### src/rtl/cellrv32_npu_activation_unit.sv
// NPU activation datapath: per-lane round-out-of-fixed-point, activation function, byte saturation.
// Three registered stages; a shared control pipe carries func, signed and valid alongside each row.
module cellrv32_npu_activation_unit #(
  parameter int MATRIX_WIDTH         = 14,
  parameter int ACC_WIDTH            = 32,
  parameter int DATA_WIDTH           = 8,
  parameter int FRAC_BITS            = 8,
  parameter int ACTIVATION_BIT_WIDTH = 4
) (
  input  logic                                 clk_i,
  input  logic                                 rstn_i,
  input  logic                                 enable_i,
  input  logic [ACTIVATION_BIT_WIDTH-1:0]      activation_func_i,
  input  logic                                 signed_unsigned_i,
  input  logic                                 valid_i,
  input  logic [MATRIX_WIDTH*ACC_WIDTH-1:0]    acc_data_i,
  output logic [MATRIX_WIDTH*DATA_WIDTH-1:0]   act_data_o,
  output logic                                 valid_o
);

  localparam int EW = ACC_WIDTH + 1;

  localparam logic        [EW-1:0] HALF  = EW'(2 ** (FRAC_BITS - 1));
  localparam logic signed [EW-1:0] ZERO  = '0;
  localparam logic signed [EW-1:0] ONE   = EW'(1);
  localparam logic signed [EW-1:0] M_ONE = '1;
  localparam logic signed [EW-1:0] SIX   = EW'(6);
  localparam logic signed [EW-1:0] S_MAX = EW'(2 ** (DATA_WIDTH - 1) - 1);
  localparam logic signed [EW-1:0] S_MIN = ~S_MAX;
  localparam logic signed [EW-1:0] U_MAX = EW'(2 ** DATA_WIDTH - 1);

  localparam logic [DATA_WIDTH-1:0] S_MAX_B = S_MAX[DATA_WIDTH-1:0];
  localparam logic [DATA_WIDTH-1:0] S_MIN_B = S_MIN[DATA_WIDTH-1:0];
  localparam logic [DATA_WIDTH-1:0] U_MAX_B = U_MAX[DATA_WIDTH-1:0];

  localparam logic [ACTIVATION_BIT_WIDTH-1:0] F_RELU  = ACTIVATION_BIT_WIDTH'(1);
  localparam logic [ACTIVATION_BIT_WIDTH-1:0] F_RELU6 = ACTIVATION_BIT_WIDTH'(2);
  localparam logic [ACTIVATION_BIT_WIDTH-1:0] F_HTANH = ACTIVATION_BIT_WIDTH'(3);

  // Shared control pipe: func is only needed by stage 2, signed by stages 2 and 3.
  logic [ACTIVATION_BIT_WIDTH-1:0] func_q1;
  logic                            sgn_q1, sgn_q2;
  logic                            valid_q1, valid_q2, valid_q3;

  always_ff @(posedge clk_i or negedge rstn_i) begin
    if (!rstn_i) begin
      func_q1  <= '0;
      sgn_q1   <= 1'b0;
      sgn_q2   <= 1'b0;
      valid_q1 <= 1'b0;
      valid_q2 <= 1'b0;
      valid_q3 <= 1'b0;
    end else if (enable_i) begin
      func_q1  <= activation_func_i;
      sgn_q1   <= signed_unsigned_i;
      sgn_q2   <= sgn_q1;
      valid_q1 <= valid_i;
      valid_q2 <= valid_q1;
      valid_q3 <= valid_q2;
    end
  end

  assign valid_o = valid_q3;

  for (genvar i = 0; i < MATRIX_WIDTH; i++) begin : g_lane
    logic [ACC_WIDTH-1:0]   acc;
    logic [EW-1:0]          x_ext, sum;
    logic signed [EW-1:0]   r_d, r_q, f_d, f_q;
    logic [DATA_WIDTH-1:0]  sat_d, out_q;

    assign acc = acc_data_i[i*ACC_WIDTH +: ACC_WIDTH];

    // The extra top bit absorbs the rounding carry in both signed and unsigned modes.
    always_comb begin
      x_ext = signed_unsigned_i ? {acc[ACC_WIDTH-1], acc} : {1'b0, acc};
      sum   = x_ext + HALF;
      r_d   = signed_unsigned_i ? ($signed(sum) >>> FRAC_BITS) : $signed(sum >> FRAC_BITS);
    end

    // Unsigned r is never negative, so the max(r,0) terms reduce to no-ops there.
    always_comb begin
      f_d = r_q;
      case (func_q1)
        F_RELU:  f_d = (r_q < ZERO) ? ZERO : r_q;
        F_RELU6: f_d = (r_q < ZERO) ? ZERO : ((r_q > SIX) ? SIX : r_q);
        F_HTANH: begin
          if (r_q > ONE)                 f_d = ONE;
          else if (sgn_q1 && r_q < M_ONE) f_d = M_ONE;
          else                            f_d = r_q;
        end
        default: f_d = r_q;
      endcase
    end

    always_comb begin
      sat_d = f_q[DATA_WIDTH-1:0];
      if (sgn_q2) begin
        if (f_q > S_MAX)      sat_d = S_MAX_B;
        else if (f_q < S_MIN) sat_d = S_MIN_B;
      end else begin
        if (f_q > U_MAX)      sat_d = U_MAX_B;
        else if (f_q < ZERO)  sat_d = '0;
      end
    end

    always_ff @(posedge clk_i or negedge rstn_i) begin
      if (!rstn_i) begin
        r_q   <= '0;
        f_q   <= '0;
        out_q <= '0;
      end else if (enable_i) begin
        r_q   <= r_d;
        f_q   <= f_d;
        out_q <= sat_d;
      end
    end

    assign act_data_o[i*DATA_WIDTH +: DATA_WIDTH] = out_q;
  end

endmodule

### config.mk
export PLATFORM = sky130hd
export DESIGN_NAME = cellrv32_npu_activation_unit
export DESIGN_NICKNAME = d
export VERILOG_FILES = /design/src/rtl/cellrv32_npu_activation_unit.sv
export SDC_FILE = /design/constraint.sdc
export NUM_CORES = 2
export LEC_CHECK = 0
export ABC_AREA = 1
export ABC_CLOCK_PERIOD_IN_PS = 2000
export BUFFER_PORTS_ARGS = -buffer_cell sky130_fd_sc_hd__buf_2
export CAP_MARGIN = 20
export CORE_UTILIZATION = 61
export CTS_BUF_LIST = sky130_fd_sc_hd__clkbuf_16
export DETAILED_ROUTE_END_ITERATION = 7
export MAX_ROUTING_LAYER = met4
export PLACE_DENSITY_LB_ADDON = 0.25
export REMOVE_ABC_BUFFERS = 1
export SYNTH_ARGS = -nofsm -noshare
export SYNTH_HDL_FRONTEND = slang
export SYNTH_SLANG_ARGS = --single-unit
### constraint.sdc
create_clock -name clk_i -period 2 [get_ports clk_i]
set_input_delay 0.1 -clock clk_i [delete_from_list [all_inputs] [get_ports clk_i]]
set_output_delay 0.1 -clock clk_i [all_outputs]
set_load 0.05 [all_outputs]
# After elaboration in Yosys (flattened, before gate mapping)

Cells that the tools add are included.

Add/subtract/negate cells: 14
Mux-type cells: 182
$lt $le $gt $ge: 112
Reduce and logical (&&, ||, !) cells: 14
Equality and inequality tests: 3

Operators with widths:

| cell                                                            | number |
|---|---|
| 2-to-1 mux 33 bit                                               | 98 |
| less-than comparator 33 x 1 -> 1 bit (second input constant)    | 42 |
| case mux 33 bit (3 select lines)                                | 14 |
| 2-to-1 mux 8 bit                                                | 70 |
| adder 33 x 8 -> 33 bit (second input constant)                  | 14 |
| greater-than comparator 33 x 2 -> 1 bit (second input constant) | 14 |
| greater-than comparator 33 x 4 -> 1 bit (second input constant) | 14 |
| greater-than comparator 33 x 8 -> 1 bit (second input constant) | 14 |
| greater-than comparator 33 x 9 -> 1 bit (second input constant) | 14 |
| less-than comparator 33 x 8 -> 1 bit (second input constant)    | 14 |
| logical AND 1 bit                                               | 14 |
| == test 4 x 2 -> 1 bit (second input constant)                  | 2 |
| == test 4 x 1 -> 1 bit (second input constant)                  | 1 |

Word-level logic and storage cells: 373
Output and inout port bits: 113
Input bits: 457
Flip-flop bits (word level): 1,045

# Depth between registers and ports, before layout

Depth after elaboration: 5
Depth in mapped cells: 13
Mapped depth without buffers: 13

# Worst setup path after synthesis

OpenSTA, ideal clock, no wires.

Kind: register to register
Start: register func_q1[3]
End: register g_lane[10].f_q[10]
Period minus slack after synthesis: 1,525 ps
Data required time: 1,883 ps
Arrival time: 1,409 ps
Slack: 475 ps
Library setup time: 117 ps
Buffers on the path: 2
Stages on the path, launching flop included: 9
Cell sequence: dfrtp_1 > nor2_2 > nand2_2 > nand2_2 > buf_2 > buf_1 > nand3_1 > nand2_1 > nand2_1

Word-level cells in the longest chain between the ends: 2
Elaborated cells between the ends (all ways): 4
Classes of those cells: eq/ne (3); mux (1)

RTL lines:

| element                                                                 | RTL line | RTL |
|---|---|---|
| from (decl)                                                             | 41       | `logic [ACTIVATION_BIT_WIDTH-1:0] func_q1;` |
| from (signal assigned)                                                  | 54       | `func_q1 <= activation_func_i;` |
| == test 4 x 2 -> 1 bit / == test 4 x 1 -> 1 bit (equally long branches) | 83       | `case (func_q1)` |
| case mux 33 bit (3 select lines) (*)                                    | 83       |  |
| to (signal assigned)                                                    | 109      | `f_q <= '0;` |
| to (signal assigned)                                                    | 113      | `f_q <= f_d;` |
| to (decl)                                                               | 68       | `logic signed [EW-1:0] r_d, r_q, f_d, f_q;` |

Every way passes the cells marked *; elsewhere a longest branch is shown, timed or not.
A chain may end at the register's enable or synchronous reset.

# Final worst setup path

Start: input port acc_data_i[208]
End: register g_lane[6].r_q[22]

Word-level cells in the longest chain between the ends: 3

RTL lines:

| element                | RTL line | RTL |
|---|---|---|
| from (decl)            | 16       | `input logic [MATRIX_WIDTH*ACC_WIDTH-1:0] acc_data_i,` |
| 2-to-1 mux 33 bit      | 75       | `x_ext = signed_unsigned_i ? {acc[ACC_WIDTH-1], acc} : {1'b0, acc};` |
| adder 33 x 8 -> 33 bit | 76       | `sum = x_ext + HALF;` |
| 2-to-1 mux 33 bit      | 77       | `r_d = signed_unsigned_i ? ($signed(sum) >>> FRAC_BITS) : $signed(sum >> FRAC_BITS);` |
| to (signal assigned)   | 112      | `r_q <= r_d;` |
| to (decl)              | 68       |  |

No other way between the ends.

==> results.json <==
{
  "detailedPlace.worstSlack_ns": 0.0371,
  "synth_edf_count": 0,
  "timing.critical_path.slowest_cell_delay_ns": 0.60,
  "max_clock_freq_mhz": 468,
  "initial_antenna_violation_count": 40,
  "timing.final.setup_violations": 13,
  "syn-instance-count": 9068,
  "synth_cell_type_count": 42,
  "fin_worst_skew_ns": 0.0231,
  "finalInstanceArea_um2": 72600,
  "yosys-top-cells-area": "dfrtp_1 (37%), nand2_1 (20%), nand3_1 (12%)",
  "place.gp.congestion": 0.995,
  "grt_start_max_net_pins": 127,
  "cts.sink_count": 863,
  "report.power.total_mw": 53.9,
  "h-tree-depth": 3,
  "wire_length_of_the_first_global_routing_pass_mm": 330,
  "worst_ir_drop_vdd_uv": 743,
  "std_cell_rows": 112,
  "timing.reg2reg.setup_slack_ns": 0,
  "path_clk_slew_ns": 0.07,
  "synth_warnings": 0,
  "clock_latency_ns": 0.69,
  "cap_viol_max_count": 0,
  "route.vias.total": 68200,
  "period_minus_slack_ns": 2.14,
  "area_taken_by_multi_input_logic_gates_um2": 32300,
  "post-route-worst-setup-slack_ns": -0.135,
  "finish.cell_count_without_fillers": 11400,
  "die_height_um": 311,
  "post-route-drc-count": 2,
  "cts_made_buffers": 95,
  "grt_setup_unrepaired": "true",
  "hold_path_end": "g_lane[0].r_q[24]",
  "hold_class": "in2reg",
  "grt.total_usage_pct": 42.9,
  "ant_nets": 0,
  "cts_root_buffer": "clkbuf_16",
  "postPlaceCellArea_um2": 63000,
  "synth-async-reset-ratio_pct": 100,
  "fp.coreArea_um2": 93900,
  "fin_tns_setup_ns": -0.802,
  "placement.io_buffers": 471,
  "synth_top_cell_by_area": "dfrtp_1",
  "synthesis.area_um2": 58200,
  "floorplan.initialDensity_pct": 62.0,
  "post-route-util_pct": 77.3,
  "layout.cells.most_common": "nand2_1",
  "grt_pass1_vias": 62700,
  "post-synth-top-area-fraction_pct": 37.1,
  "wl_per_cell_um": 18.7,
  "sequential_cell_area_um2": 21600,
  "path_cells": "dlygate4sd3_1, buf_2, nand2_2, nor3_4, nand2_4, nor2_4, nand2_2, nor2_2, xor2_1, dlygate4sd3_1, nand2_1, o21ai_1",
  "share_of_the_yosys_chip_area_belonging_to_registers_pct": 37.1,
  "final-hold-violation-count": 0,
  "critical_register_to_register_path_endpoint": "g_lane[6].f_q[23]",
  "failed_checks": "DRC, setup timing",
  "synth.avg_cell_area_um2": 6.42,
  "design.final.nets": 10500,
  "fillerInstances": 6989,
  "power.leakage_nw": 34.9,
  "power-per-cell-area_nw_per_um2": 742,
  "synth_ff_type": "dfrtp_1",
  "total_gr_overflow": 0,
  "crit_path_top_delay_cell": "dlygate4sd3_1",
  "drive_above_1_share_pct": 11.1,
  "ff2ff_path_depth": 12,
  "die_width_um": 311,
  "max-clock-path-buffers": 3,
  "worst_pin_slew_ns": 0.781,
  "drt_pass1_iterations": 8,
  "syn_to_final_growth_pct": 24.6,
  "worstPathMaxFanout": 3,
  "dp_hpwl_mm": 135,
  "max-slew-margin-rel_pct": 47.9,
  "die_area_um2": 96700,
  "min_period_over_period_pct": 107,
  "hold_path.startpoint": "acc_data_i[7]",
  "run_status": "complete, but fails checks",
  "initialDrtViolationCount": 9737,
  "io-pin-count": 570,
  "timing.hold.worst_path_depth": 5,
  "cts_tree": "built",
  "layout.cells.most_common_list": "nand2_1 (3015), nand3_1 (1388), dfrtp_1 (855)",
  "holdWs_ns": 0.0494,
  "worst-endpoint-arrival_ns": 2.75,
  "worstReg2RegStart": "g_lane[6].r_q[2]",
  "critical_path_required_ns": 2.61,
  "element_type_at_the_critical_path_end": "flip-flop",
  "timing_max_transition_violations_final": 0,
  "synth-seq-cells": 863,
  "placedCellCount": 10600,
  "setup.worst_path.class": "in2reg",
  "cp-start-kind": "input pin",
  "via_per_inst": 6.00,
  "drt_wl_total_mm": 212
}
worst max-delay path: cells and delay by family:
kind            cells  cell delay [ns]
buf+inv             3             1.33
xor+xnor            1             0.17
compound gates      1             0.09
simple gates        7             1.04
cell families after synthesis:
logic type	count (synthesis)	share of synthesized area, %
xor gates and xnor gates	221	3.32
AOI/OAI and AO/OA	1037	9.13
adders and majority gates	14	0.301
and+or+nand+nor	5714	41.8
DFF	863	37.1
buffers and inverters	1219	8.40
flip-flops by register name, indices dropped and copies added (netlist names):
signal        cells
g_lane.r_q      364
func_q1           4
g_lane.out_q    112
g_lane.f_q      378
valid_q1          1
valid_q2          1
sgn_q2            1
sgn_q1            1
valid_o           1
cell usage after synthesis (2+ instances only):
cell	n
a21oi_1	537
and3b_1	2
clkinv_1	11
nand3b_1	14
buf_1	32
xnor2_1	78
nor3b_1	2
nor3_1	161
nor2_2	18
nor4_1	27
or2_2	9
buf_4	22
or2_1	2
or2_0	3
dfrtp_1	863
xor2_1	143
a31oi_1	13
inv_1	702
and3_1	3
nand3_1	1395
nand4_1	200
nand2_2	3
nand2_1	3040
nor2_4	4
o22ai_1	34
o21ai_0	357
nor2_1	804
o31ai_1	22
and2_1	3
nor3_2	7
inv_2	47
o21ai_1	71
clkbuf_1	221
buf_2	183
nand3_2	15
ha_1	14
layer usage:
| metal | global-route usage, % | up-vias | routed length (µm) | share of wire (%) |
|---|---|---|---|---|
| li1 | - | 31400 | - | - |
| met1 | 55.5 | 31300 | 81200 | 38 |
| met2 | 65.0 | 4568 | 95600 | 45 |
| met3 | 7.86 | 969 | 23600 | 11 |
| met4 | 20.6 | 0 | 11600 | 5.5 |
| met5 | - | - | 0 | 0 |
worst max-delay path by stage:
stage               startpoint                 end  cells after the start
2_1_floorplan         enable_i   g_lane[0].r_q[14]                      2
3_3_place_gp            sgn_q1    g_lane[1].f_q[2]                      9
3_5_place_dp            sgn_q2  g_lane[4].out_q[5]                      6
4_1_cts        acc_data_i[329]   g_lane[10].r_q[5]                     11
5_1_grt        acc_data_i[208]   g_lane[6].r_q[16]                     10
6_report       acc_data_i[208]   g_lane[6].r_q[22]                     12
where the power goes:
part	switching [mW]	total [mW]	leakage (nW)	internal, mW
clock network	7.64	17.8	1.58	10.2
logic	9.16	14.0	22.9	4.82
registers	2.29	22.0	10.5	19.7
timing repair:
action                                  CTS  global route
hold buffers                            546             0
setup endpoints to repair                 0           290
gates resized for setup                   0           183
endpoints found under the hold margin  1203             0
buffers inserted                          0            26
area by class of cell:
| cell class | count | share of cell area, % |
|---|---|---|
| multi-input cells | 6986 | 44.6 |
| flip-flops and latches | 863 | 29.8 |
| repair buffers | 1288 | 15.1 |
| inverters | 760 | 3.97 |
| clock buffers | 95 | 3.28 |
| well taps | 1254 | 2.16 |
| clock inverters | 78 | 1.00 |
| diodes | 47 | 0.162 |
No activity file was read; power rests on OpenSTA's default activity.
